===== src/rtl/ctrl_pkg.sv =====
// Shared encodings for the multicycle control path: opcodes, ALU operation
// classes, datapath mux selects and the main control state codes.
package ctrl_pkg;

    localparam logic [5:0] OP_RTYPE = 6'b000000;
    localparam logic [5:0] OP_LW    = 6'b100011;
    localparam logic [5:0] OP_SW    = 6'b101011;
    localparam logic [5:0] OP_BEQ   = 6'b000100;
    localparam logic [5:0] OP_J     = 6'b000010;
    localparam logic [5:0] OP_ADDI  = 6'b001000;
    localparam logic [5:0] OP_SLTI  = 6'b001010;

    // Operation classes handed to alu_control_unit
    localparam logic [2:0] ALUOP_RTYPE = 3'b000;
    localparam logic [2:0] ALUOP_SUB   = 3'b001;
    localparam logic [2:0] ALUOP_SLT   = 3'b010;
    localparam logic [2:0] ALUOP_ADD   = 3'b011;

    localparam logic [1:0] SRCB_REG     = 2'b00;
    localparam logic [1:0] SRCB_FOUR    = 2'b01;
    localparam logic [1:0] SRCB_IMM     = 2'b10;
    localparam logic [1:0] SRCB_IMM_SH2 = 2'b11;

    localparam logic [1:0] PCSRC_ALU    = 2'b00;
    localparam logic [1:0] PCSRC_ALUOUT = 2'b01;
    localparam logic [1:0] PCSRC_JUMP   = 2'b10;

    typedef enum logic [3:0] {
        S_FETCH  = 4'd0,
        S_DECODE = 4'd1,
        S_MEMADR = 4'd2,
        S_MEMRD  = 4'd3,
        S_MEMWB  = 4'd4,
        S_MEMWR  = 4'd5,
        S_EXEC   = 4'd6,
        S_RWB    = 4'd7,
        S_BRANCH = 4'd8,
        S_JUMP   = 4'd9,
        S_IEXEC  = 4'd10,
        S_SEXEC  = 4'd11,
        S_IWB    = 4'd12
    } state_t;

endpackage


===== src/rtl/multicycle_main_control.sv =====
// Multicycle main control FSM: Moore decode of datapath controls from the
// current state, with memory-ready stalls in FETCH, MEMRD and MEMWR.
module multicycle_main_control
    import ctrl_pkg::*;
(
    input  logic       clk,
    input  logic       rst,
    input  logic [5:0] opcode,
    input  logic       mem_ready,
    output logic       pc_write,
    output logic       pc_write_cond,
    output logic       i_or_d,
    output logic       mem_read,
    output logic       mem_write,
    output logic       ir_write,
    output logic       mem_to_reg,
    output logic       reg_dst,
    output logic       reg_write,
    output logic       alu_src_a,
    output logic [1:0] alu_src_b,
    output logic [1:0] pc_source,
    output logic [2:0] alu_op,
    output logic       illegal_op,
    output logic [3:0] state
);

    state_t cur_state;
    state_t nxt_state;

    always_ff @(posedge clk or posedge rst) begin
        if (rst)
            cur_state <= S_FETCH;
        else
            cur_state <= nxt_state;
    end

    assign state = cur_state;

    always_comb begin
        nxt_state = S_FETCH;
        case (cur_state)
            S_FETCH:  nxt_state = mem_ready ? S_DECODE : S_FETCH;
            S_DECODE: begin
                case (opcode)
                    OP_LW, OP_SW: nxt_state = S_MEMADR;
                    OP_RTYPE:     nxt_state = S_EXEC;
                    OP_BEQ:       nxt_state = S_BRANCH;
                    OP_J:         nxt_state = S_JUMP;
                    OP_ADDI:      nxt_state = S_IEXEC;
                    OP_SLTI:      nxt_state = S_SEXEC;
                    default:      nxt_state = S_FETCH;
                endcase
            end
            S_MEMADR: begin
                if (opcode == OP_LW)
                    nxt_state = S_MEMRD;
                else if (opcode == OP_SW)
                    nxt_state = S_MEMWR;
                else
                    nxt_state = S_FETCH;
            end
            S_MEMRD:  nxt_state = mem_ready ? S_MEMWB : S_MEMRD;
            S_MEMWR:  nxt_state = mem_ready ? S_FETCH : S_MEMWR;
            S_EXEC:   nxt_state = S_RWB;
            S_IEXEC,
            S_SEXEC:  nxt_state = S_IWB;
            default:  nxt_state = S_FETCH;
        endcase
    end

    // Only FETCH's loads and DECODE's illegal flag look at inputs; the rest is pure Moore
    always_comb begin
        pc_write      = 1'b0;
        pc_write_cond = 1'b0;
        i_or_d        = 1'b0;
        mem_read      = 1'b0;
        mem_write     = 1'b0;
        ir_write      = 1'b0;
        mem_to_reg    = 1'b0;
        reg_dst       = 1'b0;
        reg_write     = 1'b0;
        alu_src_a     = 1'b0;
        alu_src_b     = SRCB_REG;
        pc_source     = PCSRC_ALU;
        alu_op        = ALUOP_ADD;
        illegal_op    = 1'b0;
        case (cur_state)
            S_FETCH: begin
                mem_read  = 1'b1;
                alu_src_b = SRCB_FOUR;
                ir_write  = mem_ready;
                pc_write  = mem_ready;
            end
            S_DECODE: begin
                alu_src_b = SRCB_IMM_SH2;
                case (opcode)
                    OP_LW, OP_SW, OP_RTYPE, OP_BEQ,
                    OP_J, OP_ADDI, OP_SLTI: illegal_op = 1'b0;
                    default:                illegal_op = 1'b1;
                endcase
            end
            S_MEMADR: begin
                alu_src_a = 1'b1;
                alu_src_b = SRCB_IMM;
            end
            S_MEMRD: begin
                mem_read = 1'b1;
                i_or_d   = 1'b1;
            end
            S_MEMWB: begin
                reg_write  = 1'b1;
                mem_to_reg = 1'b1;
            end
            S_MEMWR: begin
                mem_write = 1'b1;
                i_or_d    = 1'b1;
            end
            S_EXEC: begin
                alu_src_a = 1'b1;
                alu_op    = ALUOP_RTYPE;
            end
            S_RWB: begin
                reg_write = 1'b1;
                reg_dst   = 1'b1;
            end
            S_BRANCH: begin
                alu_src_a     = 1'b1;
                alu_op        = ALUOP_SUB;
                pc_write_cond = 1'b1;
                pc_source     = PCSRC_ALUOUT;
            end
            S_JUMP: begin
                pc_write  = 1'b1;
                pc_source = PCSRC_JUMP;
            end
            S_IEXEC: begin
                alu_src_a = 1'b1;
                alu_src_b = SRCB_IMM;
            end
            S_SEXEC: begin
                alu_src_a = 1'b1;
                alu_src_b = SRCB_IMM;
                alu_op    = ALUOP_SLT;
            end
            S_IWB:   reg_write = 1'b1;
            default: ;
        endcase
    end

endmodule

===== config.mk =====
export PLATFORM = sky130hd
export DESIGN_NAME = multicycle_main_control
export DESIGN_NICKNAME = d
export VERILOG_FILES = /design/src/rtl/ctrl_pkg.sv /design/src/rtl/multicycle_main_control.sv
export SDC_FILE = /design/constraint.sdc
export NUM_CORES = 1
export LEC_CHECK = 0
export CORE_AREA = 5 5 42 44
export CTS_CLUSTER_DIAMETER = 30
export DETAILED_ROUTE_END_ITERATION = 7
export DIE_AREA = 0 0 47 49
export DONT_BUFFER_PORTS = 1
export HOLD_SLACK_MARGIN = 0.03
export PLACE_DENSITY = 0.59
export SLEW_MARGIN = 20
export SYNTH_ARGS = -nofsm -noshare
export SYNTH_HDL_FRONTEND = slang
export SYNTH_SLANG_ARGS = --single-unit

===== constraint.sdc =====
create_clock -name clk -period 1.2 [get_ports clk]
set_input_delay 0.18 -clock clk [delete_from_list [all_inputs] [get_ports clk]]
set_output_delay 0.18 -clock clk [all_outputs]
set_load 0.01 [all_outputs]

==> run summary <==
met1 usage: 22.0%
Routed Antenna Nets: 0
M3 GR Usage: 1.85%
Synth Instances: 83
top_reg_cell synth: dfrtp_1
status: complete, but fails checks
starting density of the core: 42.9%
fin. max-slew vios: 0
Core Util, Final: 88.3%
pin count of the biggest net entering global routing: 8
synth top area cells: dfrtp_1 17%, nor2_1 7.5%, nand2_1 6.9%, nand2b_1 4.2%, nor2b_1 4.2%
Synth top cells by count: 12 x nor2_1, 11 x nand2_1, 5 x o21ai_0
vias per cell: 5.78
Power Density: 638 nW/um^2
fmax: 0.649 GHz
global-route wire length before repair: 3320 um
total core area: 1400 um^2
layer carrying the most global-route usage: met2
Placer Congestion: 0.733
failing checks: negative setup slack
grt ovf: 0
XOR/XNOR Fraction of Synth Area: 2.91%
RSZ-0062 raised after global routing: yes
# Max-Cap Violations: 0
Setup WS post-layout: -0.340 ns
Seq/Total Area, Yosys: 16.6%
Chip Height: 49 um
Post-Syn Area per Cell: 7.25 um^2
Routed WL per cell: 19.2 um
CP peak stage delay: 0.47 ns
largest area contributor in the netlist: dfrtp_1
met2 Resource Use GR: 35.3%
Multi-input gate area: 628 um^2
drt pass-1 iters: 4
leakage power: 0.000540 uW
Worst VDD drop: 0.000712 V
most frequent cell after synthesis: nor2_1
critical path arrival: 1.36 ns
Yosys cell types: 38
CTS tree: built
critical path launch point type: flip-flop
Syn. warnings: 0
Setup crit end kind: output port
fin nets: 137
# rows: 14
Final Hold Fails: 0
pre-CTS setup slack: -0.157 ns
Setup Viol. Count Final: 23
Synth Area in Adders: 0%
share of layout cells above drive strength 1: 67.7%
top cell type's share of synthesized area: 16.6%
num ports: 31
dpl hpwl: 1300 um
Worst path slowest cell: dfrtp_2
Post-Route WL: 2750 um
fin crit period: 1.54 ns
max reg flops: 4
largest family of logic cells by synthesized area: simple AND/OR/NAND/NOR gates
die width: 47 um
Net Count, Synth: 92
Req. time, crit path: 1.02 ns
Area Growth Syn to Fin: 106%
crit-path cells: buf_6 > nor2b_4 > nand2_1 > a21oi_2 > buf_4
antenna violations before repair: 0
ANT cells: 0
DRT iter0 DRCs: 23
Clock Sinks: 4
Compound-Gate Fraction of Synth Area: 20.8%
critical path's top delay family: flip-flops
Final Cycle Share: 128%
htree depth: 1
CTS Buf Count: 3
HP Class: in -> reg
Longest Clk Path Bufs: 2
DIE AREA: 2300 um^2
Buffers on Ports: 0
CTS clock-pin slew for the worst setup and hold paths: 0.05 ns
asr flop ratio synth: 100%
Synth Register Bits: 4
clock root buffer: clkbuf_4
vias post-DR: 827
Synth Area in Simple Gates: 48.4%
mux contribution to synthesized area: 0%
vias in the first global route: 737
Storage cell area: 103 um^2
skew final: 0.0123 ns
Netlist Area Pre-Place: 602 um^2
global-route usage over all layers: 19.2%
number of remaining DRC errors: 0
filler instances: 65
CP Buf/Inv Count: 2
worst setup path class: reg -> out
worst-path fanout max: 6
clock latency on the worst-skew pair: 0.25 ns
EDFF count, synth: 0
## per-layer routing
| layer | wire (um) | share of wire [%] | vias to the layer above |
|---|---|---|---|
| li1 | - | - | 379 |
| met1 | 1030 | 37 | 396 |
| met2 | 1480 | 54 | 44 |
| met3 | 184 | 6.7 | 8 |
| met4 | 55 | 2.0 | 0 |
| met5 | 0 | 0 | - |
## path summary, 6_finish.rpt
check / startpoint / endpoint / slack, ns / cells past startpoint
worst max-delay path: state[3] / reg_write / -0.34 / 5
worst min-delay path: opcode[3] / state[1] / 0.03 / 1
worst max register to register: state[1] / state[2] / -0.24 / 7
worst min register to register: state[0] / state[0] / 0.78 / 3
max in group asynchronous: rst / state[1] / 0.78 / 2
min in group asynchronous: rst / state[3] / 0.26 / 2
## cell type report
| cell class | instances | area share [%] |
|---|---|---|
| multi-input cells | 68 | 50.8 |
| repair buffers | 47 | 36.0 |
| flip-flops and latches | 4 | 8.29 |
| clock buffers | 4 | 2.12 |
| well taps | 16 | 1.62 |
| inverters | 4 | 1.21 |
## cells by family (layout without fill, tap and decap cells)
| kind of cell | Yosys count | after routing |
|---|---|---|
| AND/OR/NAND/NOR | 48 | 48 |
| other | 1 | 1 |
| flip-flops | 4 | 4 |
| XOR/XNOR | 2 | 2 |
| buffers and inverters | 11 | 55 |
| AO/OA/AOI/OAI | 17 | 17 |
## what timing repair did
| item | CTS | global route |
|---|---|---|
| endpoints found under the setup margin | 20 | 23 |
| hold buffers | 1 | 0 |
| hold endpoints to repair | 4 | 0 |
| pin swaps | 18 | 17 |
| resized for setup | 40 | 26 |
| setup buffers | 14 | 10 |
## metrics by stage
stage / hold slack [ns] / cells / total power [uW] / setup TNS, ns / instance area (um^2)
finish: 0.0305 / 143 / 790 / -5.41 / 1240
detailed placement: -0.0412 / 114 / 405 / -0.909 / 769
global placement: -0.0444 / 114 / 402 / -0.618 / 769
floorplan: -0.0541 / 83 / 342 / -0.990 / 649
global route: 0.0332 / 143 / 824 / -6.45 / 1240
CTS: 0.0335 / 133 / 688 / -4.18 / 1060
## cell usage in the layout, fill, tap and decap left out, types with 2 or more instances in the layout
| master | instances |
|---|---|
| buf_4 | 23 |
| buf_6 | 22 |
| clkbuf_4 | 3 |
| dfrtp_1 | 2 |
| dfrtp_2 | 2 |
| inv_1 | 3 |
| nand2_1 | 9 |
| nand2b_4 | 3 |
| nand3_1 | 2 |
| nor2_1 | 3 |
| nor2_4 | 8 |
| nor2b_1 | 2 |
| nor2b_4 | 2 |
| nor4b_4 | 2 |
| o21ai_0 | 2 |
| o21ai_1 | 3 |
| o21ai_2 | 2 |
## power by group
| group | switching (uW) | total [uW] | internal, uW |
|---|---|---|---|
| Combinational | 216 | 437 | 221 |
| Clock | 72.8 | 199 | 126 |
| Sequential | 11.6 | 154 | 143 |
| Total | 300 | 790 | 490 |
Note: power is estimated with default switching activity, not from simulation.
